==> src/rtl/tinycpu_monitor.sv <==
// Run-time monitor for the tinycpu core: traces registers at each fetch boundary into a
// FIFO, counts retired instructions, detects the jump-to-self halt idiom and a fetch watchdog.
module tinycpu_monitor #(
  parameter int DW           = 8,
  parameter int TRACE_DEPTH  = 8,
  parameter int CNT_W        = 16,
  parameter int LOOP_CONFIRM = 1,
  parameter int WDOG_CYCLES  = 1024
) (
  input  logic                clk,
  input  logic                reset,
  input  logic                clear,
  input  logic [2:0]          exec_state,
  input  logic [7:0]          instr,
  input  logic [DW-1:0]       rA,
  input  logic [DW-1:0]       rB,
  input  logic [DW-1:0]       rM,
  input  logic [DW-1:0]       rP,
  output logic                trace_vld,
  input  logic                trace_rdy,
  output logic [4*DW-1:0]     trace_data,
  output logic                trace_ovf,
  output logic [CNT_W-1:0]    instr_count,
  output logic                halted,
  output logic [DW-1:0]       loop_pc,
  output logic                wdog_trip
);

  localparam int AW = $clog2(TRACE_DEPTH);
  localparam int OW = $clog2(TRACE_DEPTH + 1);
  localparam int LW = $clog2(LOOP_CONFIRM + 1);
  localparam int WW = $clog2(WDOG_CYCLES + 1);

  localparam logic [OW-1:0] FULL_LVL = OW'(TRACE_DEPTH);
  localparam logic [LW-1:0] LC_MAX   = LW'(LOOP_CONFIRM);
  localparam logic [WW-1:0] WC_MAX   = WW'(WDOG_CYCLES);
  localparam logic [WW-1:0] WC_TRIP  = WW'(WDOG_CYCLES - 1);

  logic [4*DW-1:0]  r_mem [TRACE_DEPTH];
  logic [AW-1:0]    r_wrPtr;
  logic [AW-1:0]    r_rdPtr;
  logic [OW-1:0]    r_level;
  logic             r_traceOvf;
  logic [CNT_W-1:0] r_instrCount;
  logic             r_halted;
  logic [DW-1:0]    r_loopPc;
  logic             r_wdogTrip;
  logic [LW-1:0]    r_lc;
  logic [DW-1:0]    r_lm;
  logic [WW-1:0]    r_wc;

  logic             w_fetch;
  logic             w_exec;
  logic             w_push;
  logic             w_pop;
  logic             w_full;
  logic             w_wrEn;
  logic             w_drop;
  logic [DW-1:0]    w_rPm1;
  logic             w_cand;
  logic [LW-1:0]    w_lcNext;
  logic             w_halt;
  logic             w_unusedInstr;

  assign w_fetch = (exec_state == 3'd0);
  assign w_exec  = (exec_state == 3'd2);
  assign w_push  = w_fetch && !r_halted;
  assign w_pop   = (r_level != '0) && trace_rdy;
  assign w_full  = (r_level == FULL_LVL);
  // A full FIFO still accepts a sample when the head leaves on the same edge.
  assign w_wrEn  = w_push && (!w_full || w_pop);
  assign w_drop  = w_push && w_full && !w_pop;

  assign w_rPm1        = rP - 1'b1;
  assign w_cand        = w_exec && (instr[7:6] == 2'b11) && (w_rPm1 == rM);
  assign w_unusedInstr = ^instr[5:0];

  always_comb begin
    w_lcNext = r_lc;
    if (w_exec) begin
      if (w_cand) begin
        if ((r_lc == '0) || (rM == r_lm)) begin
          w_lcNext = (r_lc == LC_MAX) ? r_lc : r_lc + 1'b1;
        end else begin
          w_lcNext = LW'(1);
        end
      end else begin
        w_lcNext = '0;
      end
    end
  end

  assign w_halt = w_cand && (w_lcNext == LC_MAX) && !r_halted;

  // Storage needs no reset: the pointers alone define which entries are live.
  always_ff @(posedge clk) begin
    if (w_wrEn && !clear) begin
      r_mem[r_wrPtr] <= {rA, rB, rM, rP};
    end
  end

  always_ff @(posedge clk or negedge reset) begin
    if (!reset) begin
      r_wrPtr    <= '0;
      r_rdPtr    <= '0;
      r_level    <= '0;
      r_traceOvf <= 1'b0;
    end else if (clear) begin
      r_wrPtr    <= '0;
      r_rdPtr    <= '0;
      r_level    <= '0;
      r_traceOvf <= 1'b0;
    end else begin
      if (w_wrEn) begin
        r_wrPtr <= r_wrPtr + 1'b1;
      end
      if (w_pop) begin
        r_rdPtr <= r_rdPtr + 1'b1;
      end
      if (w_wrEn && !w_pop) begin
        r_level <= r_level + 1'b1;
      end else if (!w_wrEn && w_pop) begin
        r_level <= r_level - 1'b1;
      end
      if (w_drop) begin
        r_traceOvf <= 1'b1;
      end
    end
  end

  always_ff @(posedge clk or negedge reset) begin
    if (!reset) begin
      r_instrCount <= '0;
    end else if (clear) begin
      r_instrCount <= '0;
    end else if (w_push && (r_instrCount != '1)) begin
      r_instrCount <= r_instrCount + 1'b1;
    end
  end

  // Halt detection: lm remembers the last candidate's rM so only a repeated self-jump confirms.
  always_ff @(posedge clk or negedge reset) begin
    if (!reset) begin
      r_lc     <= '0;
      r_lm     <= '0;
      r_halted <= 1'b0;
      r_loopPc <= '0;
    end else if (clear) begin
      r_lc     <= '0;
      r_lm     <= '0;
      r_halted <= 1'b0;
      r_loopPc <= '0;
    end else begin
      r_lc <= w_lcNext;
      if (w_cand) begin
        r_lm <= rM;
      end
      if (w_halt) begin
        r_halted <= 1'b1;
        r_loopPc <= rM;
      end
    end
  end

  always_ff @(posedge clk or negedge reset) begin
    if (!reset) begin
      r_wc       <= '0;
      r_wdogTrip <= 1'b0;
    end else if (clear) begin
      r_wc       <= '0;
      r_wdogTrip <= 1'b0;
    end else if (!r_halted) begin
      if (w_fetch) begin
        r_wc <= '0;
      end else begin
        if (r_wc != WC_MAX) begin
          r_wc <= r_wc + 1'b1;
        end
        if (r_wc == WC_TRIP) begin
          r_wdogTrip <= 1'b1;
        end
      end
    end
  end

  assign trace_vld   = (r_level != '0);
  assign trace_data  = trace_vld ? r_mem[r_rdPtr] : '0;
  assign trace_ovf   = r_traceOvf;
  assign instr_count = r_instrCount;
  assign halted      = r_halted;
  assign loop_pc     = r_loopPc;
  assign wdog_trip   = r_wdogTrip;

endmodule

==> config.mk <==
export PLATFORM = sky130hd
export DESIGN_NAME = tinycpu_monitor
export DESIGN_NICKNAME = d
export VERILOG_FILES = /design/src/rtl/tinycpu_monitor.sv
export SDC_FILE = /design/constraint.sdc
export NUM_CORES = 1
export LEC_CHECK = 0
export CAP_MARGIN = 20
export CORE_MARGIN = 2
export CORE_UTILIZATION = 52
export CTS_CLUSTER_DIAMETER = 40
export DETAILED_ROUTE_END_ITERATION = 16
export PLACE_DENSITY = 0.76
export SETUP_SLACK_MARGIN = 0.3
export SLEW_MARGIN = 10
export SYNTH_ARGS = -nofsm -noshare
export SYNTH_HDL_FRONTEND = slang
export SYNTH_SLANG_ARGS = --single-unit
==> constraint.sdc <==
create_clock -name clk -period 4.1 [get_ports clk]
set_clock_uncertainty 0.05 [all_clocks]
set_input_delay 0.615 -clock clk [delete_from_list [all_inputs] [get_ports clk]]
set_output_delay 0.615 -clock clk [all_outputs]
set_load 0.03 [all_outputs]
# Word-level counts from Yosys, hierarchy flattened
# Memory sizes are Yosys's and may differ from the RTL's.
# Cells that the tools add are included.
[classes]
add_sub_neg = 8
eq_ne = 10
mux = 33
bitwise = 1
n_reduce_logical = 33
[op_table]
columns = ["cell", "count"]
rows = [
  ["$mux W11", 4],
  ["$mux W16", 2],
  ["$mux W32", 1],
  ["$mux W8", 4],
  ["$add A16 B1 Y16 const B", 1],
  ["$eq A8 B8 Y1", 2],
  ["$ne A16 B16 Y1 const B", 1],
  ["$mux W1", 15],
  ["$reduce_bool A2 Y1", 7],
  ["$logic_and A1 B1 Y1", 13],
  ["$mux W3", 4],
  ["$mux W4", 3],
  ["$add A11 B1 Y11 const B", 1],
  ["$eq A11 B10 Y1 const B", 1],
  ["$ne A11 B11 Y1 const B", 1],
  ["$sub A8 B1 Y8 const B", 1],
  ["$add A3 B1 Y3 const B", 2],
  ["$reduce_bool A3 Y1", 2],
  ["$logic_not A1 Y1", 5],
  ["$add A4 B1 Y4 const B", 1],
  ["$eq A4 B4 Y1 const B", 1],
  ["$ne A2 B2 Y1 const B", 2],
  ["$reduce_bool A4 Y1", 1],
  ["$sub A4 B1 Y4 const B", 1],
  ["other kinds (8)", 9],
]
[totals]
reg_bits = 57
ramBits = 256
in_bits = 47
out_inout_bits = 60
word_cells = 97
n_memories = 1
[memory_table]
columns = ["memory", "words", "width", "rd", "rd_ports_with_merged_regs", "wr", "line", "rtl"]
rows = [
  ["r_mem", 8, 32, 1, 0, 1, "39", "logic [4*DW-1:0] r_mem [TRACE_DEPTH];"],
]

# Longest topological paths before layout
# Gate-level depths: netlist (run 1).
[depth]
word_depth = 9
ltp_mapped = 12
depth_no_buf = 12

# Worst setup path before layout (run 1)
# Ideal clock, no wire load.
[synth_path]
path_kind = "in2reg"
startpoint = "input exec_state[1]"
endpoint = "memory r_mem[0][0] (netlist name) (enable)"
setup_time_ps = 461
arrival_time_ps = 3776
required_ps = 3589
setup_slack_ps = -187
stages = 4
n_path_buf = 0
path_cell_list = "nor4_4 > o21ai_1 > or3_1 > nor3_1"
[synth_between]
elab_chain_len = 6
[synth_rtl]
columns = ["element", "line", "rtl"]
rows = [
  ["start, declared", "13", "input logic [2:0] exec_state,"],
  ["$logic_not A3 Y1", "65", "assign w_fetch = (exec_state == 3'd0);"],
  ["$logic_and A1 B1 Y1", "67", "assign w_push = w_fetch && !r_halted;"],
  ["$logic_and A1 B1 Y1", "71", "assign w_wrEn = w_push && (!w_full || w_pop);"],
  ["$logic_and A1 B1 Y1", "97", "if (w_wrEn && !clear) begin"],
  ["$mux W1", "97", ""],
  ["$mux W1 (implied by the code)", "98", "r_mem[r_wrPtr] <= {rA, rB, rM, rP};"],
  ["end, declared", "39", ""],
]
# Every way passes these cells.

# Worst setup path after layout (run 1)
[layout_path]
startpoint = "register r_rdPtr[0]"
endpoint = "output trace_data[8]"
[layout_between]
elab_chain_len = 2
[layout_rtl]
columns = ["element", "line", "rtl"]
rows = [
  ["start, declared", "41", "logic [AW-1:0] r_rdPtr;"],
  ["start signal, assigned", "118", "r_rdPtr <= r_rdPtr + 1'b1;"],
  ["$mem_v2 Z8 W32", "n/a", ""],
  ["$mux W32", "187", "assign trace_data = trace_vld ? r_mem[r_rdPtr] : '0;"],
  ["end, declared", "21", "output logic [4*DW-1:0] trace_data,"],
]
# Every way passes these cells.

==> results.yml, run 1 <==
drt:
  drtIter0Drc: 497
  vias_per_cell: 5.87
  drc: 0
  num_vias: 6949
  wl_per_cell_um: 21.7
  firstDrtPassIters: 5
  antenna_left: 0
  wirelength_mm: 25.7
grt:
  antenna_found_initial: 0
  grt_pass1_wl_mm: 40.7
  grt.overflow.total: 0
  track_usage: 0.206
  first_global_vias: 7259
  grt_max_degree: 65
critical_path:
  crit_path_start_kind: "register"
  critPathArrivalTime_ns: 2.88
  path_class: "reg -> out"
  crit_path_max_fanout: 15
  end_kind: "output port"
  cp.required_ns: 3.43
yosys:
  synth_nets: 768
  synth_enable_flop_cells: 256
  synth_cells: 712
  yosys_warnings: 0
  seq_area_frac_synth: 0.711
  synth_ff_type: "edfxtp_1"
  ys_ff_latch: 304
  synth_cell_type_count: 52
  synth_area_um2: 12500
  avgSynthCellArea_um2: 17.6
  async_flop_share: 0.158
clocking:
  insertion_delay_ns: 0.50
  cts.sinks: 304
  ctsHtreeMaxLevel: 2
  cts_buffer_depth: 3
  path_clk_slew_ns: 0.06
  cts_hold_buf: 0
  cts_repair_resize_count: 0
  cts_buffers: 36
  root_buffer: "clkbuf_16"
  cts_tree: "yes"
sta:
  maxSlewViolCount: 0
  hold_violations: 0
  rsz0062_at_grt: "false"
  tightestPinTransition_ns: 0.730
  final-setup-viol-count: 0
  fin_setup_tns_ns: 0
  final.period_utilization: 0.865
  hold-worst-slack_ns: 0.0721
  post-route-min-period_ns: 3.55
  fmax_mhz: 282
  relSlewSlack: 0.512
floorplan:
  num_rows: 56
  dieArea_um2: 25300
  ioPinCount: 107
  die_w_um: 159
  fp.coreArea_um2: 23500
  start_util: 0.531
  die_y_um: 159
hold_path:
  hp-class: "in -> async"
run:
  drv_cap: 0
power_and_ir_drop:
  total_power_uw: 8400
  leakagePower_uw: 0.00502
  seqPwrFrac: 0.412
  p_int_uw: 6080
  p_per_area_nw_per_um2: 550
  p_sw_uw: 2320
  ir_drop_uv: 400
  swShare: 0.276
  power.share.clock: 0.355
  power_frac_comb: 0.232
place:
  dp_hpwl_mm: 15.3
  portBuffers: 100
  routabilityCongestion: 0.797
layout:
  drive_gt1_frac: 0.187
  fin_nets: 896
  antenna_cells: 0
  area_delta_synth_final_pct: 22.0
status:
  outcome: "finished clean"
## state kept, by name, indices dropped and copies added, names as in the netlist
register	flops
r_wrPtr	3
wdog_trip	1
r_level	4
r_wc	11
r_rdPtr	3
instr_count	16
halted	1
r_mem	256
trace_ovf	1
loop_pc	8
## final timing paths
kind,start,endpoint,slack (ns),depth (start not counted)
max,r_rdPtr[0]$_DFFE_PN0P_,trace_data[8],0.55,5
min,reset,loop_pc[5]$_DFFE_PN0P_,0.07,1
max reg2reg,halted$_DFFE_PN0P_,r_level[3]$_DFFE_PN0P_,1.13,11
min reg2reg,trace_ovf$_DFFE_PN0P_,trace_ovf$_DFFE_PN0P_,0.48,2
max in group asynchronous,reset,wdog_trip$_DFFE_PN0P_,3.19,2
min in group clk,trace_ovf$_DFFE_PN0P_,trace_ovf$_DFFE_PN0P_,0.48,2
## layout make-up
class,count,area [µm²]
Inverter,11,41.3
Sequential cell,304,8890
Fill cell,1632,8280
Timing Repair Buffer,122,1290
Multi-Input combinational cell,365,3510
Tap cell,319,399
Clock inverter,20,161
Clock buffer,43,958
## logic make-up after synthesis
family / synth area share
DFF: 0.711
and+or+nand+nor: 0.0717
muxes: 0.146
adders and majority gates: 0.00960
AOI/OAI and AO/OA: 0.0230
buffers and inverters: 0.0138
xor gates and xnor gates: 0.0252
## stage by stage
stage / util / instance area (µm²) / std cells / setup WS (ns)
2_1_floorplan: - / 12500 / 712 / 0.670
3_3_place_gp: 0.600 / 14100 / 1120 / 0.490
3_5_place_dp: 0.600 / 14100 / 1120 / 0.367
4_1_cts: 0.648 / 15300 / 1184 / 0.483
5_1_grt: 0.648 / 15300 / 1184 / 0.395
6_report: 0.648 / 15300 / 1184 / 0.553
## routing by layer
metal,GRT usage,routed length [µm]
met1,0.282,10700
met3,0.0393,1560
met4,0.0599,473
met5,0,0
met2,0.343,13000
## Yosys cell counts, types with 8 or more instances
| cell | number | area [µm²] |
|---|---|---|
| nor2_1 | 82 | 308 |
| buf_1 | 8 | 30.0 |
| edfxtp_1 | 256 | 7690 |
| a21oi_1 | 16 | 80.1 |
| mux2i_1 | 35 | 350 |
| inv_1 | 10 | 37.5 |
| mux4_2 | 64 | 1440 |
| xnor2_1 | 16 | 140 |
| clkbuf_1 | 15 | 56.3 |
| o21ai_0 | 10 | 50.1 |
| dfrtp_1 | 48 | 1200 |
| nand4_1 | 20 | 125 |
| ha_1 | 8 | 100 |
| xor2_1 | 20 | 175 |
| nand3_1 | 14 | 70.1 |
| nand2_1 | 15 | 56.3 |
| buf_2 | 9 | 45.0 |
## placed cells by master, fill, tap and decap left out, drive strengths merged, types with 2 or more instances in the layout
cell and n:
mux2i 35, nor3 8, nor2b 2, xnor2 16, nand2 15, buf 23
nand2b 4, a41oi 2, clkdlybuf4s50 99, xor2 20, and4 3, a21oi 17
dfrtp 48, o21ai 13, nand4 20, and3 6, nor2 83, nand3 15
or4 2, clkinv 14, ha 8, clkbuf 43, bufinv 2, nor4 5
edfxtp 256, or3 6, mux4 64, mux2 3, nor3b 3, inv 15
a311oi 2
## worst max-delay path, stage by stage (launching register included)
cell	delay, ns
dfrtp_4	0.64
buf_4	0.30
mux4_2	0.52
mux2i_1	0.24
nor2_1	0.06
clkdlybuf4s50_1	0.61
## power groups by stage
stage                     sequential (µW)  combinational (µW)  clock (µW)
after floorplan                      3480                1290           0
final                                3460                1950        2980
after detailed placement             3560                1930           0
after CTS                            3470                1990        3030
after global routing                 3470                2090        3160
after global placement               3550                1900           0
## repair_timing
action / in CTS / in global routing
endpoints found under the hold margin: 0 / 0
buffers inserted: 1 / 0
endpoints found under the setup margin: 3 / 0
Power figures use the tool's default switching activity.
==> inputs of run 2 (changes only) <==
- CORE_MARGIN: 2 -> 5
- CORE_UTILIZATION: 52 -> 54
- CTS_BUF_LIST: not set -> sky130_fd_sc_hd__clkbuf_8
- PLACE_DENSITY: 0.76 -> 0.78
==> results.yml, run 2 (synthesis gave the netlist of run 1 again) <==
floorplan:
  num_rows: 55
  dieArea_um2: 26300
  fp.coreArea_um2: 22700
  die_y_um: 162
  die_w_um: 162
  ioPinCount: 107
  start_util: 0.551
sta:
  fmax_mhz: 281
  rsz0062_at_grt: "false"
  maxSlewViolCount: 0
  relSlewSlack: 0.568
  final.period_utilization: 0.868
  fin_setup_tns_ns: 0
  final-setup-viol-count: 0
  hold_violations: 0
  post-route-min-period_ns: 3.56
  tightestPinTransition_ns: 0.648
grt:
  grt_pass1_wl_mm: 40.0
  track_usage: 0.194
  grt.overflow.total: 0
  first_global_vias: 7292
  grt_max_degree: 65
  antenna_found_initial: 0
status:
  outcome: "finished clean"
clocking:
  cts_tree: "yes"
  cts.sinks: 304
  cts_buffer_depth: 3
  insertion_delay_ns: 0.56
  root_buffer: "clkbuf_8"
  cts_buffers: 48
  path_clk_slew_ns: 0.06
  ctsHtreeMaxLevel: 2
layout:
  final_cell_mix: "edfxtp_1 (256), clkdlybuf4s50_1 (99), nor2_1 (76)"
  drive_gt1_frac: 0.204
  antenna_cells: 0
  largest_reg_flops: 256
  fillerInstances: 1501
  multi_input_area_um2: 3510
  regMostFlops: "r_mem"
  final_common_cell: "edfxtp_1"
  fin_nets: 915
  stdcell_area_um2: 15100
  area_delta_synth_final_pct: 20.4
  regArea_um2: 8890
drt:
  vias_per_cell: 5.91
  drtIter0Drc: 623
  routed-wl-met3_mm: 1.51
  firstDrtPassIters: 7
  wl_per_cell_um: 21.6
  drc: 0
  drt-met1-wl_mm: 10.8
  top_layer: "met4"
  antenna_left: 0
  wirelength_mm: 25.4
  num_vias: 6930
  wl_met2_mm: 12.6
critical_path:
  cp.required_ns: 3.43
  critPathTopFamily: "buffers and inverters"
  crit_path_max_fanout: 35
  worst_path_largest_cell_delay_ns: 0.62
  r2r_start: "r_level[1]$_DFFE_PN0P_"
  crit_path_start_kind: "register"
  crit_buf_inv: 2
  crit_start: "r_rdPtr[0]$_DFFE_PN0P_"
  end_kind: "output port"
  critical_path.slowest_cell: "clkdlybuf4s50_1"
  crit_chain: "buf_12, mux4_2, mux2i_1, nor2_1, clkdlybuf4s50_1"
  critPathArrivalTime_ns: 2.89
  ff2ff_setup_slack_ns: 1.29
  path_class: "reg -> out"
power_and_ir_drop:
  p_per_area_nw_per_um2: 522
  leakagePower_uw: 0.00500
  ir_drop_uv: 244
place:
  dp_hpwl_mm: 15.6
  portBuffers: 100
  placed_area_um2: 14100
  routabilityCongestion: 0.835
hold_path:
  hp-class: "in -> async"
run:
  drv_cap: 0
==> run 2: changes by cell type in the layout (fill, tap and decap cells not counted), sizes merged <==
cell / change
clkinv: -4
buf: +6
bufinv: +1
clkinvlp: +3
dlygate4sd3: +1
inv: +7
clkbuf: +9
==> run 2: final cells by class <==
cell class / instances / area share
clock buffers: 52 / 0.0475
clock inverters: 27 / 0.0134
inverters: 11 / 0.00274
multi-input cells: 365 / 0.233
flip-flops and latches: 304 / 0.591
well taps: 285 / 0.0237
repair buffers: 129 / 0.0885
==> run 2: worst paths after layout <==
check | end | cells after the start
max | trace_data[26] | 5
min | loop_pc[2]$_DFFE_PN0P_ | 2
max reg2reg | r_level[3]$_DFFE_PN0P_ | 12
min reg2reg | wdog_trip$_DFFE_PN0P_ | 2
max in group asynchronous | r_rdPtr[0]$_DFFE_PN0P_ | 3
min in group clk | wdog_trip$_DFFE_PN0P_ | 2
==> run 2: through the flow <==
step | power (µW) | hold WS, ns | setup WS [ns] | utilization | cells
floorplan | 4770 | 0.269 | 0.670 | - | 712
global placement | 5410 | 0.462 | 0.605 | 0.619 | 1085
detailed placement | 5450 | 0.465 | 0.582 | 0.619 | 1085
CTS | 7910 | 0.203 | 0.306 | 0.659 | 1164
global route | 8230 | 0.428 | 0.420 | 0.663 | 1173
finish | 7860 | 0.402 | 0.541 | 0.663 | 1173
==> run 2: power breakdown <==
group          internal [µW]  switching (µW)
combinational            905            1060
sequential              3390            53.0
clock                   1350            1110
==> run 2: worst register-to-register path: stages (launching register included) <==
cell      delay [ns]
dfrtp_1         0.42
or3_1           0.46
nor2_4          0.12
inv_2           0.07
a21oi_2         0.23
inv_1           0.10
ha_1            0.27
a21o_1          0.18
a21oi_1         0.25
or3_1           0.17
a21oi_1         0.07
a311oi_1        0.24
nor2_1          0.07
==> run 2: routing by layer <==
metal / track usage / up-vias
li1: - / 3092
met1: 0.268 / 3529
met2: 0.322 / 272
met3: 0.0401 / 37
met4: 0.0511 / 0
met5: 0 / -
==> run 2: what timing repair did <==
item                       4_1_cts  5_1_grt
pin swaps                        0        0
resized for setup                1        0
hold endpoints to repair         0        9
hold buffers                     0        1
buffers inserted                 0        7
setup endpoints to repair        1        9
==> inputs of run 3 (changes only) <==
- CORE_UTILIZATION: 54 -> 55
- PLACE_DENSITY: 0.78 -> 0.76
- clock period: 4.1 -> 4 ns (I/O delays scaled with it)
==> results.yml, run 3 (synthesis gave the netlist of run 1 again) <==
grt:
  track_usage: 0.203
  grt.overflow.total: 0
  grt_max_degree: 65
  grt_pass1_wl_mm: 41.1
  first_global_vias: 7449
  antenna_found_initial: 0
critical_path:
  end_kind: "output port"
  worst_path_largest_cell_delay_ns: 0.61
  critical_path.slowest_cell: "clkdlybuf4s50_1"
  crit_path_start_kind: "register"
  cp.required_ns: 3.35
  path_class: "reg -> out"
  crit_path_max_fanout: 14
  crit_chain: "buf_4, buf_12, mux4_2, mux2i_1, nor2_1, clkdlybuf4s50_1"
  critPathArrivalTime_ns: 2.77
drt:
  drtIter0Drc: 410
  wl_per_cell_um: 21.7
  firstDrtPassIters: 5
  vias_per_cell: 5.90
  drc: 0
  antenna_left: 0
  num_vias: 7007
  wirelength_mm: 25.8
floorplan:
  start_util: 0.556
  ioPinCount: 107
  fp.coreArea_um2: 22500
  die_w_um: 161
  dieArea_um2: 25900
  die_y_um: 161
  num_rows: 55
layout:
  stdcell_area_um2: 15100
  drive_gt1_frac: 0.208
  antenna_cells: 0
  regMostFlops: "r_mem"
  largest_reg_flops: 256
  fin_nets: 920
  area_delta_synth_final_pct: 21.0
  final_cell_mix: "edfxtp_1 (256), clkdlybuf4s50_1 (99), nor2_1 (76)"
  final_common_cell: "edfxtp_1"
sta:
  final.period_utilization: 0.855
  final-setup-viol-count: 0
  rsz0062_at_grt: "false"
  tightestPinTransition_ns: 0.607
  fin_setup_tns_ns: 0
  relSlewSlack: 0.595
  post-route-min-period_ns: 3.42
  fmax_mhz: 293
  maxSlewViolCount: 0
  hold-worst-slack_ns: 0.474
  hold_violations: 0
place:
  placed_area_um2: 14100
  portBuffers: 100
  dp_hpwl_mm: 15.8
  routabilityCongestion: 0.798
status:
  outcome: "finished clean"
clocking:
  cts_buffers: 49
  root_buffer: "clkbuf_8"
  cts_buffer_depth: 3
  cts_repair_resize_count: 0
  insertion_delay_ns: 0.55
  cts.sinks: 304
  path_clk_slew_ns: 0.06
  ctsHtreeMaxLevel: 2
  cts_tree: "yes"
power_and_ir_drop:
  leakagePower_uw: 0.00507
  ir_drop_uv: 280
  p_per_area_nw_per_um2: 541
  total_power_uw: 8190
run:
  drv_cap: 0
hold_path:
  hp-class: "reg -> reg"
-- run 3: changes by cell type in the layout (fill, tap and decap cells not counted), sizes merged --
cell      change
buf           +4
clkinv        +8
clkinvlp      -3
inv           +5
clkbuf        +1
-- run 3: cell type report --
class / instances / area, µm²
sequential: 304 / 8890
clock buffer: 53 / 729
tap: 285 / 357
fill: 1444 / 7360
clock inverter: 37 / 238
timing repair buffer: 133 / 1370
inverter: 11 / 41.3
multi-input combinational: 365 / 3510
-- run 3: power breakdown --
group | internal [µW] | switching, µW | total (µW)
clock | 1420 | 1170 | 2590
sequential | 3480 | 38.6 | 3520
combinational | 976 | 1110 | 2090
total | 5880 | 2320 | 8190
-- run 3: critical path, delay by kind of cell, from the launching register on --
kind	cells	cell delay, ns
flops	1	0.45
mux	2	0.72
simple gates	1	0.06
buf+inv	3	0.99
-- run 3: worst paths after layout --
check	cells after the start	slack [ns]	to	startpoint
max	6	0.58	trace_data[8]	r_rdPtr[0]$_DFFE_PN0P_
min	2	0.47	wdog_trip$_DFFE_PN0P_	wdog_trip$_DFFE_PN0P_
max reg2reg	12	1.10	r_level[3]$_DFFE_PN0P_	r_level[1]$_DFFE_PN0P_
min reg2reg	2	0.47	wdog_trip$_DFFE_PN0P_	wdog_trip$_DFFE_PN0P_
max in group asynchronous	3	2.61	instr_count[4]$_DFFE_PN0P_	reset
min in group asynchronous	2	0.54	loop_pc[0]$_DFFE_PN0P_	reset
-- run 3: what timing repair did --
item | in CTS | in global routing
hold endpoints to repair | 4 | 0
setup buffers | 1 | 6
hold buffers | 1 | 0
setup endpoints to repair | 11 | 3
cloned | 0 | 0
-- run 3: stage by stage --
stage                     cells   util  worst slack (ns)
after floorplan             712      -             0.585
after global placement     1090  0.626             0.533
after detailed placement   1090  0.626             0.457
after CTS                  1182  0.670             0.376
after global routing       1188  0.673             0.456
final                      1188  0.673             0.582
-- run 3: layer usage --
layer / GRT usage / part of all wire / wire [µm] / up-vias
met1: 0.270 / 0.41 / 10700 / 3591
met4: 0.0535 / 0.016 / 416 / 0
li1: - / - / - / 3114
met3: 0.0513 / 0.073 / 1880 / 37
met5: 0 / 0 / 0 / -
met2: 0.340 / 0.50 / 12800 / 265
